$ cat src/rtl/led_display_mux.sv
// ============================================================================
// led_display_mux : multi-channel LED display (raw / bar / peak-hold / blank)
// Rev 1.0
// ============================================================================
`default_nettype none

module led_display_mux #(
  parameter int LED_BITS        = 16,
  parameter int DATA_BITS       = 24,
  parameter int NUM_CH          = 2,
  parameter int CH_SEL_BITS     = 1,
  parameter int PERIOD_BITS     = 28,
  parameter int PEAK_HOLD_TICKS = 4
) (
  input  logic                        clk,
  input  logic                        rst,
  input  logic [NUM_CH*DATA_BITS-1:0] data_in,
  input  logic [CH_SEL_BITS-1:0]      ch_sel,
  input  logic [1:0]                  mode,
  input  logic [PERIOD_BITS-1:0]      period,
  input  logic                        freeze,
  output logic [LED_BITS-1:0]         leds,
  output logic                        tick
);

  localparam int c_LVL_W  = $clog2(LED_BITS + 1);
  localparam int c_PROD_W = DATA_BITS + $clog2(LED_BITS + 1);
  localparam logic [c_PROD_W-1:0] c_ROUND =
      (c_PROD_W'(1) << (DATA_BITS - 1)) - c_PROD_W'(1);
  localparam logic [7:0] c_HOLD_INIT = 8'(PEAK_HOLD_TICKS);

  localparam logic [1:0] c_MODE_RAW   = 2'd0;
  localparam logic [1:0] c_MODE_BAR   = 2'd1;
  localparam logic [1:0] c_MODE_PEAK  = 2'd2;
  localparam logic [1:0] c_MODE_BLANK = 2'd3;

  logic [PERIOD_BITS-1:0] r_count;
  logic                   r_tick;
  logic [LED_BITS-1:0]    r_leds;
  logic [c_LVL_W-1:0]     r_peak;
  logic [7:0]             r_hold;

  logic [DATA_BITS-1:0]   w_sample;
  logic [DATA_BITS-2:0]   w_neg;
  logic [DATA_BITS-2:0]   w_mag;
  logic [c_PROD_W-1:0]    w_prod;
  logic [c_LVL_W-1:0]     w_level;
  logic [LED_BITS-1:0]    w_bar;
  logic [LED_BITS-1:0]    w_marker;
  logic [c_LVL_W-1:0]     w_peak_next;
  logic [7:0]             w_hold_next;
  logic [LED_BITS-1:0]    w_leds_next;
  logic                   w_update;

  // Out-of-range selects fall back to channel 0.
  always_comb begin
    w_sample = data_in[0 +: DATA_BITS];
    for (int k = 1; k < NUM_CH; k++) begin
      if (ch_sel == CH_SEL_BITS'(k)) begin
        w_sample = data_in[k*DATA_BITS +: DATA_BITS];
      end
    end
  end

  // Only the low bits of the negation are needed; the most negative value
  // has no positive counterpart and saturates.
  always_comb begin
    w_neg = ~w_sample[DATA_BITS-2:0] + (DATA_BITS-1)'(1);
    if (!w_sample[DATA_BITS-1]) begin
      w_mag = w_sample[DATA_BITS-2:0];
    end else if (w_sample[DATA_BITS-2:0] == '0) begin
      w_mag = '1;
    end else begin
      w_mag = w_neg;
    end
  end

  always_comb begin
    w_prod  = c_PROD_W'(w_mag) * c_PROD_W'(LED_BITS) + c_ROUND;
    w_level = c_LVL_W'(w_prod >> (DATA_BITS - 1));
  end

  always_comb begin
    w_peak_next = r_peak;
    w_hold_next = r_hold;
    if (w_level > r_peak) begin
      w_peak_next = w_level;
      w_hold_next = c_HOLD_INIT;
    end else if (r_hold != 8'd0) begin
      w_hold_next = r_hold - 8'd1;
    end else if (r_peak != '0) begin
      w_peak_next = r_peak - c_LVL_W'(1);
    end
  end

  always_comb begin
    w_bar    = '0;
    w_marker = '0;
    for (int i = 0; i < LED_BITS; i++) begin
      w_bar[i]    = (c_LVL_W'(i) < w_level);
      w_marker[i] = (w_peak_next == c_LVL_W'(i + 1));
    end
  end

  always_comb begin
    w_leds_next = '0;
    case (mode)
      c_MODE_RAW:   w_leds_next = w_sample[DATA_BITS-1 -: LED_BITS];
      c_MODE_BAR:   w_leds_next = w_bar;
      c_MODE_PEAK:  w_leds_next = w_bar | w_marker;
      c_MODE_BLANK: w_leds_next = '0;
      default:      w_leds_next = '0;
    endcase
  end

  assign w_update = (r_count >= period);

  always_ff @(posedge clk) begin
    if (rst) begin
      r_count <= '0;
      r_tick  <= 1'b0;
      r_leds  <= '0;
      r_peak  <= '0;
      r_hold  <= 8'd0;
    end else if (w_update) begin
      r_count <= '0;
      r_tick  <= 1'b1;
      if (!freeze) begin
        r_leds <= w_leds_next;
        r_peak <= w_peak_next;
        r_hold <= w_hold_next;
      end
    end else begin
      r_count <= r_count + PERIOD_BITS'(1);
      r_tick  <= 1'b0;
    end
  end

  assign leds = r_leds;
  assign tick = r_tick;

endmodule

`default_nettype wire

$ cat config.mk
export PLATFORM = sky130hd
export DESIGN_NAME = led_display_mux
export DESIGN_NICKNAME = d
export VERILOG_FILES = /design/src/rtl/led_display_mux.sv
export SDC_FILE = /design/constraint.sdc
export NUM_CORES = 1
export LEC_CHECK = 0
export CAP_MARGIN = 20
export CORE_MARGIN = 1
export CORE_UTILIZATION = 54
export DETAILED_ROUTE_END_ITERATION = 10
export PLACE_DENSITY = 0.9
export SLEW_MARGIN = 20
export SYNTH_ARGS = -nofsm -noshare
export SYNTH_HDL_FRONTEND = slang
export SYNTH_SLANG_ARGS = --single-unit
$ cat constraint.sdc
create_clock -name clk -period 8.4 [get_ports clk]
set_input_delay 0.84 -clock clk [delete_from_list [all_inputs] [get_ports clk]]
set_output_delay 0.84 -clock clk [all_outputs]
set_load 0.005 [all_outputs]
After elaboration in Yosys (flattened, before gate mapping):

Cells that the tools add are included.

* register bits after elaboration: 58
* bits of input ports: 82
* output and inout port bits: 17
* logic and storage cells: 68

* add/subtract/negate cells: 5
* $lt $le $gt $ge: 18
* equal/unequal tests: 19
* multiplexer cells: 10
* bitwise gates (word level): 3
* reductions and logical operators: 8

Operators with widths (number)
* $pmux 16 s4: 1
* $mux 23: 2
* $eq 5x4->1 const B: 8
* $lt 4x5->1 const A: 8
* $add 27x23->28 const B: 1
* $add 28x1->28 const B: 1
* $ge 28x28->1: 1
* $mux 24: 1
* $add 23x1->23 const B: 1
* $logic_not 23->1: 1
* $not 23->23: 1
* $eq 5x3->1 const B: 4
* $lt 3x5->1 const A: 4
* $mux 8: 2
* $or 16x16->16: 1
* $mux 5: 3
* $eq 5x2->1 const B: 2
* $lt 1x5->1 const A: 2
* $lt 2x5->1 const A: 2
* $reduce_bool 8->1: 1
* $sub 8x1->8 const B: 1
* $eq 5x1->1 const B: 1
* $eq 5x5->1 const B: 1
* $gt 5x5->1: 1
* other kinds (11): 12

Logic depth before layout (Yosys ltp):

* word-level depth: 11
* depth in mapped cells: 28
* depth with buffers taken out: 22

Least setup slack after synthesis:

No wires, ideal clock.

* path type: input-to-reg
* start: input port ch_sel
* end: register r_leds[7], in the netlist leds[7]
* setup time: 0.120 ns
* arrival time: 6.100 ns
* required time: 8.280 ns
* slack: 2.180 ns
* stages: 27
* buffers on the path: 6
* path through: buf_6 > buf_6 > buf_6 > buf_2 > mux2i_1 > ha_1 > nor4bb_1 > o22ai_2 > nor4_2 > nor4_1 > o31ai_1 > nor4_2 > buf_4 > or2_2 > xnor2_1 > ha_1 > nor2b_1 > o21a_1 > o21a_1 > o21a_1 > o22a_1 > clkbuf_1 > a311oi_1 > a311oi_2 > o211ai_1 > and4bb_1 > a211o_1

* cells in the longest elaborated chain, start to end: 11
* elaborated cells on any way between the ends: 13
* those cells by class: 2 x add/sub; 2 x order compare; 1 x eq/ne; 5 x mux; 2 x bitwise; 1 x reduce/logical

Ends and longest elaborated chain
* from (decl): RTL line 18 `input logic [CH_SEL_BITS-1:0] ch_sel,`
* $mux 24 *: RTL line 59 `if (ch_sel == CH_SEL_BITS'(k)) begin`
* $not 23->23: RTL line 68 `w_neg = ~w_sample[DATA_BITS-2:0] + (DATA_BITS-1)'(1);`
* $add 23x1->23: RTL line 68
* $mux 23: RTL line 71 `end else if (w_sample[DATA_BITS-2:0] == '0) begin`
* $mux 23: RTL line 69 `if (!w_sample[DATA_BITS-1]) begin`
* $add 27x23->28: RTL line 79 `w_prod = c_PROD_W'(w_mag) * c_PROD_W'(LED_BITS) + c_ROUND;`
* $gt 5x5->1: RTL line 86 `if (w_level > r_peak) begin`
* $mux 5: RTL line 86
* $eq 5x4->1: RTL line 101 `w_marker[i] = (w_peak_next == c_LVL_W'(i + 1));`
* $or 16x16->16: RTL line 110 `c_MODE_PEAK: w_leds_next = w_bar | w_marker;`
* $pmux 16 s4 *: RTL line 107 `case (mode)`
* to (signal assigned): RTL line 129 `r_leds <= w_leds_next;`
* to (decl): RTL line 39 `logic [LED_BITS-1:0] r_leds;`

Mark *: on every way between the ends. The rest lies on a longest branch, timed or not.
A chain may end at the register's enable or synchronous reset.

Final worst setup path:

Ends and elaborated chain as after synthesis.

==> impl_metrics.py <==
metrics = {
    "clocking": {
        "clkLatencyLatePin_ns": 0.34,
        "ctsResizeCount": 0,
        "cts_buffer_depth": 2,
        "tritoncts": "done",
        "cts_buffers": 9,
        "clock_sinks": 58,
        "clock-root-buffer": "clkbuf_8",
        "path_clk_slew_ns": 0.09,
        "postCtsSetupRepairBufs": 0,
        "htreeDepth": 3,
        "cts_hold_buf": 0,
    },
    "layout": {
        "num_antenna_cells": 0,
        "final_util_pct": 69.8,
        "layout-drive-gt1-share_pct": 6.77,
        "final_common_cell": "clkdlybuf4s50_1",
        "nets": 897,
        "layout_common_cells": "clkdlybuf4s50_1, nor2_1, dfxtp_1, nand2_1, inv_1",
        "syn2layout_area_growth_pct": 24.1,
    },
    "timing": {
        "finalHoldViolCount": 0,
        "fmax_mhz": 145,
        "drv_slew": 0,
        "setup-violations-final": 0,
        "timing.slew.headroom_pct": 34.9,
        "period_share_pct": 82.1,
        "finalClockSkew_ns": 0.0223,
        "rsz0062_at_grt": "false",
        "min_period_ns": 6.89,
        "setup_tns_ns": 0,
        "worst_pin_slew_ns": 0.973,
    },
    "floorplanning": {
        "dieArea_um2": 10200,
        "start_util_pct": 56.3,
        "io_pins": 99,
        "row_count": 35,
        "die_h_um": 101,
        "chipWidth_um": 101,
        "coreArea_um2": 9370,
    },
    "detailed_routing": {
        "viasPerCell": 6.38,
        "postRouteAntennaNets": 0,
        "wl_mm": 17.1,
        "drc": 0,
        "drt-initial-drc-count": 373,
        "wl_per_cell_um": 18.8,
        "first_pass_iters": 7,
        "vias": 5815,
    },
    "yosys": {
        "synth.area.top_cells": "dfxtp_1, ha_1, nor2_1",
        "yosysWarnings": 0,
        "synth_ff_type": "dfxtp_1",
        "ys_seq_area_share_pct": 22.0,
        "ys_seq_elements": 58,
        "ys_types": 78,
        "synth_cells": 690,
        "synthArstFlopShare_pct": 0,
        "synth_edf_count": 0,
        "syn-num-nets": 809,
        "yosysTopAreaCell": "dfxtp_1",
        "synth_top_area_share_pct": 22.0,
        "syn_avg_cell_area_um2": 7.64,
        "synthesis.area_um2": 5270,
    },
    "global_routing": {
        "grt_max_degree": 34,
        "grt_pass1_vias": 5511,
        "use_met3_pct": 5.69,
        "grt_overflow": 0,
        "top_usage_layer": "met2",
        "grt_antenna_before_repair": 1,
        "grt_use_total_pct": 34.1,
        "globalRouteMet1Util_pct": 42.5,
        "grt_pass1_wl_mm": 27.2,
        "use_met2_pct": 60.0,
    },
    "worst_setup_path": {
        "worstSetupEndpointType": "flip-flop",
        "crit_type": "in2reg",
        "crit_arrival_ns": 7.13,
        "cp.required_ns": 8.64,
        "cp_max_fo": 33,
        "cp-start-kind": "input pin",
    },
    "power": {
        "total_power_mw": 0.820,
        "leakagePower_nw": 2.52,
        "vdd_ir_drop_max_v": 0.0000860,
        "power.density_nw_per_um2": 125,
    },
    "place": {
        "numPortBuffers": 98,
        "dpl.hpwl_mm": 13.1,
        "place_congestion": 0.942,
    },
    "status": {
        "status": "completed",
    },
    "min_path": {
        "hold_path_class": "reg2reg",
    },
    "job": {
        "drv_cap": 0,
    },
}
## report_power, final
group / switching, mW / leakage (nW) / internal [mW]
clock network: 0.131 / 0.105 / 0.167
logic: 0.142 / 1.94 / 0.103
registers: 0.00161 / 0.468 / 0.276
## cells by family (layout without fill, tap and decap cells)
logic type / count (synthesis) / after routing / share of synthesized area, %
AO/OA/AOI/OAI: 170 / 170 / 21.9
adder cells (fa/ha/maj): 39 / 39 / 9.16
AND/OR/NAND/NOR: 280 / 280 / 27.5
XOR/XNOR: 39 / 39 / 6.62
flip-flops: 58 / 58 / 22.0
multiplexers: 35 / 35 / 7.16
buffers and inverters: 69 / 162 / 5.62
## layout make-up
| class | instances | area, um2 |
|---|---|---|
| multi-input combinational | 563 | 3820 |
| fill | 810 | 2830 |
| sequential | 58 | 1160 |
| timing repair buffer | 105 | 1030 |
| tap | 129 | 161 |
| inverter | 41 | 154 |
| clock buffer | 9 | 124 |
| clock inverter | 7 | 93.8 |
## flip-flops by register name, summed over array words and instances (netlist names)
signal   flops
r_peak       5
leds        16
r_hold       8
tick         1
r_count     28
## through the flow
| stage | cell area (um2) | setup slack [ns] | cells | hold WS [ns] |
|---|---|---|---|---|
| 3_5_place_dp | 6320 | 1.28 | 896 | 0.472 |
| 6_report | 6540 | 1.51 | 912 | 0.482 |
| 5_1_grt | 6540 | 1.07 | 912 | 0.517 |
| 4_1_cts | 6540 | 1.60 | 912 | 0.480 |
| 2_1_floorplan | 5270 | 2.18 | 690 | 0.441 |
| 3_3_place_gp | 6320 | 1.65 | 896 | 0.453 |
## cell usage after synthesis, types with 9 or more instances
master    instances
mux2i_1          19
o211ai_1         10
nor3_1           27
a31oi_1           9
and3_1           10
nand3_1          26
a21oi_1          35
xnor2_1          22
nor2_1           86
o22ai_1           9
ha_1             37
clkbuf_1         19
o21ai_0          28
xor2_1           16
mux2_2           10
inv_1            40
nand2_1          48
dfxtp_1          58
nand4_1          13
## layer usage
metal  vias to the layer above  wire length (um)
met5                         -                 0
met4                         0               431
met3                        40              1280
met2                       267              8180
met1                      2778              7230
li1                       2730                 -
## critical path: stages
cell and delay [ns]:
buf_2 0.47, mux2i_1 0.37, ha_1 0.27, nor4bb_1 0.47
o22ai_2 0.24, nor4_2 0.40, mux2i_1 0.26, nand4_1 0.13
nor4_2 0.30, buf_4 0.22, nor2_1 0.06, buf_4 0.18
xnor2_1 0.33, ha_1 0.32, o21a_1 0.11, o21a_1 0.16
o21a_1 0.18, o22a_1 0.42, a311oi_1 0.55, a311oi_2 0.11
o211ai_1 0.20, and4bb_1 0.26, a211o_1 0.26
## worst paths after layout
path | depth (start not counted) | slack [ns] | endpoint | start
setup / recovery | 23 | 1.51 | leds[7] | ch_sel
hold reg to reg | 2 | 0.48 | leds[10] | leds[10]
hold / removal | 2 | 0.48 | leds[10] | leds[10]
setup reg to reg | 11 | 4.96 | leds[5] | r_hold[3]
No activity file was read; power rests on OpenSTA's default activity.
